File: config.mk
export PLATFORM = sky130hd
export DESIGN_NAME = debounce_sync
export DESIGN_NICKNAME = d
export VERILOG_FILES = /design/src/rtl/debounce_pkg.sv /design/src/rtl/sync_chain.sv /design/src/rtl/debounce_sync.sv
export SDC_FILE = /design/constraint.sdc
export NUM_CORES = 1
export LEC_CHECK = 0
export ABC_AREA = 1
export CORE_AREA = 3 3 40 42
export CTS_BUF_LIST = sky130_fd_sc_hd__clkbuf_16
export CTS_CLUSTER_DIAMETER = 100
export CTS_CLUSTER_SIZE = 25
export DETAILED_ROUTE_END_ITERATION = 8
export DIE_AREA = 0 0 43 45
export DONT_BUFFER_PORTS = 1
export SLEW_MARGIN = 10
export SYNTH_ARGS = -nofsm -noshare
export SYNTH_HDL_FRONTEND = slang
export SYNTH_SLANG_ARGS = --single-unit
File: constraint.sdc
create_clock -name clk -period 1.2 [get_ports clk]
set_input_delay 0.18 -clock clk [delete_from_list [all_inputs] [get_ports clk]]
set_output_delay 0.18 -clock clk [all_outputs]
set_load 0.05 [all_outputs]
File: src/rtl/debounce_pkg.sv
// -----------------------------------------------------------------------------
// debounce_pkg
// Shared types and constants for the debounce_sync block.
//   db_state_t    : 2-bit filter state (LOW_STABLE=0, CHECK_HIGH=1,
//                   HIGH_STABLE=2, CHECK_LOW=3)
//   DB_SYNC_MIN   : smallest legal synchroniser depth
//   DB_SYNC_MAX   : largest legal synchroniser depth
//   DB_STABLE_MIN : smallest legal stability window
//   DB_STABLE_MAX : largest legal stability window
// -----------------------------------------------------------------------------
package debounce_pkg;

  typedef enum logic [1:0] {
    LOW_STABLE  = 2'd0,
    CHECK_HIGH  = 2'd1,
    HIGH_STABLE = 2'd2,
    CHECK_LOW   = 2'd3
  } db_state_t;

  localparam int DB_SYNC_MIN   = 2;
  localparam int DB_SYNC_MAX   = 4;
  localparam int DB_STABLE_MIN = 2;
  localparam int DB_STABLE_MAX = 65535;

endpackage

File: src/rtl/sync_chain.sv
// -----------------------------------------------------------------------------
// sync_chain
// Plain shift chain of STAGES flops used to bring an asynchronous level into
// the clk domain. Each stage is a synchronous-reset D flop; nothing sits
// between stages so the metastability settling time is a full clock period.
// Ports:
//   clk   : system clock, rising edge
//   reset : synchronous active-high reset, clears every stage
//   d     : raw asynchronous input
//   q     : output of the last stage
// -----------------------------------------------------------------------------
module sync_chain #(
  parameter int STAGES = 2
) (
  input  logic clk,
  input  logic reset,
  input  logic d,
  output logic q
);

  logic [STAGES-1:0] r_chain;

  always_ff @(posedge clk) begin
    if (reset) begin
      r_chain <= '0;
    end else begin
      r_chain <= {r_chain[STAGES-2:0], d};
    end
  end

  assign q = r_chain[STAGES-1];

endmodule

File: src/rtl/debounce_sync.sv
// -----------------------------------------------------------------------------
// debounce_sync
// Synchronises a bouncy external level and only lets it through once it has
// been seen unchanged for STABLE_CYCLES consecutive synchronised samples.
// Produces a registered clean level plus single-cycle edge pulses.
//
// Optional feature (macro DEBOUNCE_TOGGLE_EN): adds output `toggle`, a
// push-on/push-off level that inverts on every rise pulse.
//
// Ports:
//   clk       : system clock, rising edge
//   reset     : synchronous active-high reset (no pulse is produced by it)
//   d_in      : raw asynchronous level
//   q         : debounced level, registered
//   rise      : one-cycle pulse when q goes 0->1
//   fall      : one-cycle pulse when q goes 1->0
//   dbg_state : current filter state, for observation only
//   toggle    : (DEBOUNCE_TOGGLE_EN only) inverts together with rise
// -----------------------------------------------------------------------------
module debounce_sync
  import debounce_pkg::*;
#(
  parameter int SYNC_STAGES   = 2,
  parameter int STABLE_CYCLES = 4
) (
  input  logic      clk,
  input  logic      reset,
  input  logic      d_in,
  output logic      q,
  output logic      rise,
  output logic      fall,
  output db_state_t dbg_state
`ifdef DEBOUNCE_TOGGLE_EN
  ,
  output logic      toggle
`endif
);

  localparam int CNT_W = $clog2(STABLE_CYCLES);
  // Last count value before the window completes; the counter stops here.
  localparam logic [CNT_W-1:0] CNT_MAX = CNT_W'(STABLE_CYCLES - 1);
  localparam logic [CNT_W-1:0] CNT_ONE = CNT_W'(1);

  // Elaboration-time parameter range checks.
  if (SYNC_STAGES < DB_SYNC_MIN || SYNC_STAGES > DB_SYNC_MAX) begin : g_bad_sync
    $error("debounce_sync: SYNC_STAGES out of range");
  end
  if (STABLE_CYCLES < DB_STABLE_MIN || STABLE_CYCLES > DB_STABLE_MAX) begin : g_bad_stable
    $error("debounce_sync: STABLE_CYCLES out of range");
  end

  logic             w_s;
  db_state_t        r_state;
  db_state_t        w_state_nxt;
  logic [CNT_W-1:0] r_cnt;
  logic [CNT_W-1:0] w_cnt_nxt;
  logic             r_q;
  logic             r_rise;
  logic             r_fall;
  logic             w_q_nxt;
  logic             w_rise_nxt;
  logic             w_fall_nxt;

  sync_chain #(
    .STAGES (SYNC_STAGES)
  ) u_sync (
    .clk   (clk),
    .reset (reset),
    .d     (d_in),
    .q     (w_s)
  );

  // State register: filter state, counter and all registered outputs.
  always_ff @(posedge clk) begin
    if (reset) begin
      r_state <= LOW_STABLE;
      r_cnt   <= '0;
      r_q     <= 1'b0;
      r_rise  <= 1'b0;
      r_fall  <= 1'b0;
    end else begin
      r_state <= w_state_nxt;
      r_cnt   <= w_cnt_nxt;
      r_q     <= w_q_nxt;
      r_rise  <= w_rise_nxt;
      r_fall  <= w_fall_nxt;
    end
  end

  // Next-state: the counter holds how many matching samples have been seen
  // in the current check, so entering a check starts at 1.
  always_comb begin
    w_state_nxt = r_state;
    w_cnt_nxt   = r_cnt;
    unique case (r_state)
      LOW_STABLE: begin
        if (w_s) begin
          w_state_nxt = CHECK_HIGH;
          w_cnt_nxt   = CNT_ONE;
        end
      end
      CHECK_HIGH: begin
        if (!w_s) begin
          w_state_nxt = LOW_STABLE;
          w_cnt_nxt   = '0;
        end else if (r_cnt == CNT_MAX) begin
          w_state_nxt = HIGH_STABLE;
          w_cnt_nxt   = '0;
        end else begin
          w_cnt_nxt   = r_cnt + CNT_ONE;
        end
      end
      HIGH_STABLE: begin
        if (!w_s) begin
          w_state_nxt = CHECK_LOW;
          w_cnt_nxt   = CNT_ONE;
        end
      end
      CHECK_LOW: begin
        if (w_s) begin
          w_state_nxt = HIGH_STABLE;
          w_cnt_nxt   = '0;
        end else if (r_cnt == CNT_MAX) begin
          w_state_nxt = LOW_STABLE;
          w_cnt_nxt   = '0;
        end else begin
          w_cnt_nxt   = r_cnt + CNT_ONE;
        end
      end
      default: begin
        w_state_nxt = LOW_STABLE;
        w_cnt_nxt   = '0;
      end
    endcase
  end

  // Output logic: pulses fire only on the edge that completes a check, so
  // rise and fall are mutually exclusive and last one cycle.
  always_comb begin
    w_rise_nxt = (r_state == CHECK_HIGH) && w_s && (r_cnt == CNT_MAX);
    w_fall_nxt = (r_state == CHECK_LOW) && !w_s && (r_cnt == CNT_MAX);
    w_q_nxt    = r_q;
    if (w_rise_nxt) begin
      w_q_nxt = 1'b1;
    end else if (w_fall_nxt) begin
      w_q_nxt = 1'b0;
    end
  end

  assign q         = r_q;
  assign rise      = r_rise;
  assign fall      = r_fall;
  assign dbg_state = r_state;

`ifdef DEBOUNCE_TOGGLE_EN
  logic r_toggle;

  always_ff @(posedge clk) begin
    if (reset) begin
      r_toggle <= 1'b0;
    end else if (w_rise_nxt) begin
      r_toggle <= ~r_toggle;
    end
  end

  assign toggle = r_toggle;
`endif

endmodule
==> flow_summary.yaml, run 1 <==
cts:
  cts.clk_slew.worst_paths_ns: 0.04
  cts_resized: 0
  clock_sinks: 9
  worst_skew_pair.late_latency_ns: 0.23
  cts_buffers: 3
  cts_tree: "yes"
  cts_setup_buffers: 0
  cts_root_buffer: "clkbuf_16"
  hold_buffers: 0
  clk_path_buf_depth: 2
  htree_levels: 1
layout:
  drive_gt1_frac: 0.184
  diodes: 0
  nets: 54
  areaGrowthSynthToFinish_pct: 36.5
  final_area_um2: 449
  postLayoutCoreUtil: 0.350
sta:
  max_slew.worst_pin.slew_ns: 0.472
  min_period_over_period: 0.892
  setup_viol: 0
  slew_headroom: 0.685
  drv_slew: 0
  finalHoldViolCount: 0
  fin_crit_ns: 1.07
  fmax_ghz: 0.935
  fin_ws_ns: 0.130
  fin_skew_ns: 0.00122
  rsz0062_at_grt: "false"
  timing.setup.tns_ns: 0
detailed_routing:
  wire_per_inst_um: 8.80
  drtIter0Drc: 4
  vias_per_cell: 4.08
  first_pass_iters: 4
  vias: 261
  routed_wl_um: 563
  ant_nets: 0
  drc: 0
synthesis:
  syn_nets: 46
  synthFlopType: "dfxtp_1"
  synthesis.area_um2: 329
  yosysMostFrequentCell: "dfxtp_1"
  synthCells: 42
  synthArstFlopShare: 0
  ys_seq_elements: 9
  yosysTopAreaCellShare: 0.548
  synth_edf_count: 0
  ys_warn_count: 0
  yosysSeqAreaShare: 0.548
  ys_top_cells_by_area: "dfxtp_1 55%, nor2_1 9.1%, inv_1 8.0%"
  avgSynthCellArea_um2: 7.83
  synth.largest_area_cell: "dfxtp_1"
  yosys-top-cells-count: "9 x dfxtp_1, 8 x nor2_1, 7 x inv_1, 7 x nand2_1"
  yosysUniqueCellTypes: 11
power:
  peakVddDrop_uv: 548
  p_per_area_mw_per_mm2: 2000
  p_total_uw: 899
  cellLeakagePower_nw: 0.214
setup_path:
  startpoint_type: "flip-flop"
  worst-setup-path-type: "reg2out"
  cp_top_family: "flip-flops"
  worst-path-buf-inv: 1
  cp.arrival_ns: 0.89
  setup.worst_path.end_class: "output port"
  required_ns: 1.02
  max_stage_delay_ns: 0.42
  path_max_fanout: 7
  slowest_stage: "dfxtp_1"
  crit_chain: "buf_4"
floorplanning:
  initial_core_util: 0.256
  ioPinCount: 8
  core_mm2: 0.00128
  die_h_um: 45
  dieArea_mm2: 0.00194
  die_w_um: 43
  placementRows: 13
place:
  gp_congestion: 0.721
  placed_area_um2: 370
  io_buffers: 0
  place_ws_ns: 0.270
  dp_hpwl_um: 420
grt:
  antenna_found_initial: 0
  grt_start_max_net_pins: 8
  grt_pass1_vias: 256
  track_usage: 0.0760
  grt_pass1_wl_um: 952
  grt_overflow: 0
outcome:
  status: "finished, final reports clean"
worst_hold_path:
  hold_class: "in2reg"
flow_run:
  drv_cap: 0
cell type report:
type                       count  area [um^2]
tap                           15         18.8
clock inverter                 1         3.75
sequential                     9          180
clock buffer                   3         75.1
fill                         128          836
timing repair buffer           3         22.5
inverter                       8         30.0
multi-input combinational     25          119
power breakdown:
group,total [mW],leakage [nW],switching [mW],internal [mW]
clock,0.562,0.0423,0.128,0.434
sequential,0.314,0.0733,0.00553,0.308
combinational,0.0233,0.0981,0.0141,0.00919
total,0.899,0.214,0.148,0.751
routing by layer:
layer	wire length, um	track usage
met4	17	0.0904
met5	0	0
met3	52	0.0518
met1	248	0.0680
met2	245	0.105
cells by family (layout without fill, tap and decap cells):
kind of cell	Yosys count	after routing	share of synthesized area
compound gates	5	5	0.0760
fa+ha+maj	1	1	0.0380
buf+inv	8	15	0.0913
flops	9	9	0.548
simple gates	19	19	0.247
path summary, 6_finish.rpt:
check,startpoint,to,slack [ns],cells after the start
worst max register to register,r_cnt[0],q,0.25,4
worst min-delay path,reset,u_sync.r_chain[1],0.02,1
worst max-delay path,dbg_state[0],dbg_state[0],0.13,1
worst min register to register,u_sync.r_chain[0],u_sync.r_chain[1],0.40,2
placed cells by master (no fill, tap or decap):
cell,instances
dfxtp_1,9
inv_1,8
nor2_1,8
nand2_1,7
clkbuf_16,3
buf_4,3
nand2_2,2
a21oi_1,2
nand4_1,2
o21ai_0,2
inv_2,1
o21ai_1,1
ha_1,1
per-stage QoR:
step	hold WS [ns]	instances
global route	0.0180	64
floorplan	0.251	42
global placement	0.253	60
CTS	0.0155	64
finish	0.0178	64
detailed placement	0.255	60
(Power assumes the default switching activity.)
==> run 2: changes to the inputs <==
--- a/config.mk
+++ b/config.mk
@@ -5,7 +5,6 @@
 export SDC_FILE = /design/constraint.sdc
 export NUM_CORES = 1
 export LEC_CHECK = 0
-export ABC_AREA = 1
 export CORE_AREA = 3 3 40 42
 export CTS_BUF_LIST = sky130_fd_sc_hd__clkbuf_16
 export CTS_CLUSTER_DIAMETER = 100
==> run 2 against run 1 <==
Against the previous run:
- clock skew up 0.0014 ns
- final cell count down 19%
- die area unchanged
- critical path depth up 3
- flip-flop and latch count unchanged
- clock power up 0.9%
- global-route usage down 1.2 points
- synthesized cell count down 26%
- synthesized area down 1.1%
- routed wire length down 8.0%
- largest power group unchanged
==> flow_summary.yaml, run 2 <==
grt:
  grt_pass1_wl_um: 821
  track_usage: 0.0637
  grt_start_max_net_pins: 10
  grt_pass1_vias: 192
  grt_overflow: 0
  antenna_found_initial: 0
setup_path:
  max_stage_delay_ns: 0.35
  required_ns: 1.36
  cp.arrival_ns: 1.20
  startpoint_type: "flip-flop"
  crit_chain: "ha_1 > nand3_1 > a21o_2 > a21oi_1"
  path_max_fanout: 3
  worst-setup-path-type: "reg2reg"
  slowest_stage: "dfxtp_1"
  setup.worst_path.end_class: "flip-flop"
synthesis:
  synth.largest_area_cell: "dfxtp_1"
  synthCells: 31
  synthFlopType: "dfxtp_1"
  yosysTopAreaCellShare: 0.554
  synth_compound_area_frac: 0.127
  ys_seq_elements: 9
  yosysSeqAreaShare: 0.554
  synth_mux_area_frac: 0
  yosys-top-cells-count: "9 x dfxtp_1, 3 x nand2_1"
  ys_warn_count: 0
  yosysUniqueCellTypes: 17
  synth_top_family_by_area: "simple AND/OR/NAND/NOR gates"
  synthArstFlopShare: 0
  avgSynthCellArea_um2: 10.5
  synth_edf_count: 0
  synth_xor_area_frac: 0.0500
  ys_top_cells_by_area: "dfxtp_1 55%, nor4b_1 5.4%, xor2_2 5.0%"
  synthesis.area_um2: 325
  syn_nets: 35
  synthSimpleGateAreaFrac: 0.208
  synth-adder-area-share: 0.0385
  yosysMostFrequentCell: "dfxtp_1"
sta:
  fin_ws_ns: 0.160
  fin_skew_ns: 0.00261
  slew_headroom: 0.686
  hold_slack_ns: 0.00539
  rsz0062_at_grt: "false"
  drv_slew: 0
  max_slew.worst_pin.slew_ns: 0.471
  setup_viol: 0
  fmax_ghz: 0.962
  finalHoldViolCount: 0
  fin_crit_ns: 1.04
  min_period_over_period: 0.866
  timing.setup.tns_ns: 0
detailed_routing:
  wire_per_inst_um: 9.96
  vias_per_cell: 4.37
  drc: 0
  routed_wl_um: 518
  vias: 227
  ant_nets: 0
  drtIter0Drc: 0
  first_pass_iters: 1
floorplanning:
  initial_core_util: 0.253
  ioPinCount: 8
  core_mm2: 0.00128
  placementRows: 13
  die_h_um: 45
  dieArea_mm2: 0.00194
  die_w_um: 43
cts:
  cts_root_buffer: "clkbuf_16"
  cts_tree: "yes"
  cts_buffers: 3
  clk_path_buf_depth: 2
  hold_buffers: 0
  htree_levels: 1
  clock_sinks: 9
  worst_skew_pair.late_latency_ns: 0.23
  cts_setup_buffers: 0
  cts_resized: 0
  cts.clk_slew.worst_paths_ns: 0.04
layout:
  final_cells: 52
  nets: 42
  diodes: 0
  final_area_um2: 444
  final_common_cell: "dfxtp_1"
  areaGrowthSynthToFinish_pct: 36.5
  mostFrequentLayoutCells: "7 x dfxtp_1, 3 x nand2_1, 3 x clkbuf_16, 3 x buf_4"
  drive_gt1_frac: 0.270
worst_hold_path:
  hold_class: "in2reg"
flow_run:
  drv_cap: 0
place:
  gp_congestion: 0.658
  dp_hpwl_um: 370
  dp.cells: 48
  io_buffers: 0
  place_ws_ns: 0.170
  placed_area_um2: 365
outcome:
  status: "finished, final reports clean"
power:
  cellLeakagePower_nw: 0.194
  peakVddDrop_uv: 1130
  p_per_area_mw_per_mm2: 2070
run 2: worst paths after layout:
kind | startpoint | to | slack, ns | cells after the start
setup / recovery | r_cnt[0] | q | 0.16 | 4
hold / removal | reset | flip-flop | 0.005 | 1
setup reg to reg | r_cnt[0] | q | 0.16 | 4
hold reg to reg | u_sync.r_chain[0] | u_sync.r_chain[1] | 0.43 | 1
run 2: cell families (layout without fill, tap and decap cells):
kind of cell | count (synthesis) | in the layout
XOR/XNOR | 1 | 1
AO/OA/AOI/OAI | 6 | 6
adder cells (fa/ha/maj) | 1 | 1
flip-flops | 9 | 9
AND/OR/NAND/NOR | 12 | 12
buffers and inverters | 2 | 8
run 2: power breakdown:
group,leakage [nW],switching [mW],internal (mW)
logic,0.0771,0.0218,0.0147
registers,0.0742,0.00714,0.310
clock network,0.0423,0.133,0.434
total,0.194,0.162,0.759
run 2: area by class of cell:
cell class	instances	area [um^2]
multi-input combinational	20	138
inverter	1	3.75
tap	15	18.8
clock inverter	1	3.75
clock buffer	3	75.1
timing repair buffer	3	22.5
fill	133	841
sequential	9	183
run 2: worst max-delay path, delay by kind of cell (launching register included):
| family | cells | cell delay (ns) |
|---|---|---|
| flops | 1 | 0.35 |
| compound gates | 2 | 0.35 |
| fa+ha+maj | 1 | 0.17 |
| simple gates | 1 | 0.09 |
run 2: routing by layer:
layer	wire length, um	part of all wire	track usage
met5	0	0	0
met3	62	0.12	0.0757
met2	225	0.43	0.0719
met1	230	0.44	0.0735
met4	0	0	0.0181
run 2: stage by stage:
step | util | total power, mW
after detailed placement | 0.284 | 0.359
after CTS | 0.346 | 0.935
after global routing | 0.346 | 0.954
final | 0.346 | 0.921
after floorplan | - | 0.353
after global placement | 0.284 | 0.359
==> run 3: changes to the inputs <==
--- a/config.mk
+++ b/config.mk
@@ -12,6 +12,7 @@
 export DETAILED_ROUTE_END_ITERATION = 8
 export DIE_AREA = 0 0 43 45
 export DONT_BUFFER_PORTS = 1
+export REMOVE_ABC_BUFFERS = 1
 export SLEW_MARGIN = 10
 export SYNTH_ARGS = -nofsm -noshare
 export SYNTH_HDL_FRONTEND = slang
==> run 3 against run 2 <==
Against the previous run:
- total power rose by 0.41%
- routed wire length rose by 5.8%
- flip-flop and latch count is the same
- cell area fell by 0.56%
- via count increased by 5.7%
- largest power group unchanged
- highest routed layer is now met4
==> flow_summary.yaml, run 3 (same netlist as run 2, synthesis figures left out) <==
setup_path:
  required_ns: 1.36
  worst-setup-path-type: "reg2reg"
  setup.worst_path.end_class: "flip-flop"
  startpoint_type: "flip-flop"
  path_max_fanout: 3
  cp.arrival_ns: 1.21
layout:
  mostFrequentLayoutCells: "9 x dfxtp_1, 3 x nand2_1, 3 x clkbuf_16, 3 x buf_4"
  final_common_cell: "dfxtp_1"
  areaGrowthSynthToFinish_pct: 35.8
  diodes: 0
  nets: 42
  drive_gt1_frac: 0.216
  final_area_um2: 442
sta:
  finalHoldViolCount: 0
  rsz0062_at_grt: "false"
  slew_headroom: 0.685
  fmax_ghz: 0.956
  fin_ws_ns: 0.154
  fin_skew_ns: 0.00126
  fin_crit_ns: 1.05
  drv_slew: 0
  setup_viol: 0
  hold_slack_ns: 0.0121
  max_slew.worst_pin.slew_ns: 0.471
  min_period_over_period: 0.871
detailed_routing:
  drc: 0
  drtIter0Drc: 1
  first_pass_iters: 2
  wire_per_inst_um: 10.5
  ant_nets: 0
  routed_wl_um: 548
  vias: 240
  vias_per_cell: 4.62
floorplanning:
  die_h_um: 45
  die_w_um: 43
  dieArea_mm2: 0.00194
  core_mm2: 0.00128
  initial_core_util: 0.253
  placementRows: 13
  ioPinCount: 8
grt:
  grt_overflow: 0
  grt_pass1_vias: 220
  grt_pass1_wl_um: 910
  grt_start_max_net_pins: 10
  track_usage: 0.0761
  antenna_found_initial: 0
cts:
  cts_tree: "yes"
  clock_sinks: 9
  hold_buffers: 0
  worst_skew_pair.late_latency_ns: 0.23
  cts_setup_buffers: 0
  cts.clk_slew.worst_paths_ns: 0.04
  cts_buffers: 3
  cts_resized: 0
  htree_levels: 1
  clk_path_buf_depth: 2
  cts_root_buffer: "clkbuf_16"
outcome:
  status: "finished, final reports clean"
place:
  placed_area_um2: 363
  place_ws_ns: 0.173
  io_buffers: 0
  gp_congestion: 0.693
power:
  peakVddDrop_uv: 888
  cellLeakagePower_nw: 0.193
  p_per_area_mw_per_mm2: 2090
worst_hold_path:
  hold_class: "in2reg"
flow_run:
  drv_cap: 0
run 3: cell types whose count changed in the layout (fill, tap and decap cells not counted):
cell,change
dfxtp_1,+2
dfxtp_2,-2
run 3: power breakdown:
group | total, mW | switching, mW | internal, mW
clock | 0.571 | 0.136 | 0.434
sequential | 0.317 | 0.00719 | 0.310
combinational | 0.0367 | 0.0220 | 0.0147
total | 0.925 | 0.166 | 0.759
run 3: cell type report:
| class | count | area (um^2) |
|---|---|---|
| Inverter | 1 | 3.75 |
| Multi-Input combinational cell | 20 | 138 |
| Tap cell | 15 | 18.8 |
| Timing Repair Buffer | 3 | 22.5 |
| Clock inverter | 1 | 3.75 |
| Fill cell | 138 | 843 |
| Clock buffer | 3 | 75.1 |
| Sequential cell | 9 | 180 |
run 3: metrics by stage:
step / power [mW] / TNS (ns) / util / instances
after detailed placement: 0.359 / 0 / 0.282 / 48
after global routing: 0.965 / 0 / 0.344 / 52
after floorplan: 0.349 / -0.201 / - / 30
final: 0.925 / 0 / 0.344 / 52
after CTS: 0.942 / 0 / 0.344 / 52
after global placement: 0.359 / 0 / 0.282 / 48
run 3: routing by layer:
layer,track usage,part of all wire
met3,0.0717,0.10
met1,0.0610,0.41
met4,0.0723,0.047
met5,0,0
met2,0.108,0.44
run 3: final timing paths:
path              slack (ns)  depth (start not counted)                end         startpoint
setup / recovery        0.15                          4                  q           r_cnt[0]
hold / removal          0.01                          1          flip-flop              reset
setup reg to reg        0.15                          4                  q           r_cnt[0]
hold reg to reg         0.44                          1  u_sync.r_chain[1]  u_sync.r_chain[0]
run 3: critical path: stages (launching register included):
cell and delay, ns:
dfxtp_1 0.35, ha_1 0.18, nand3_1 0.10, a21o_2 0.22
a21oi_1 0.12
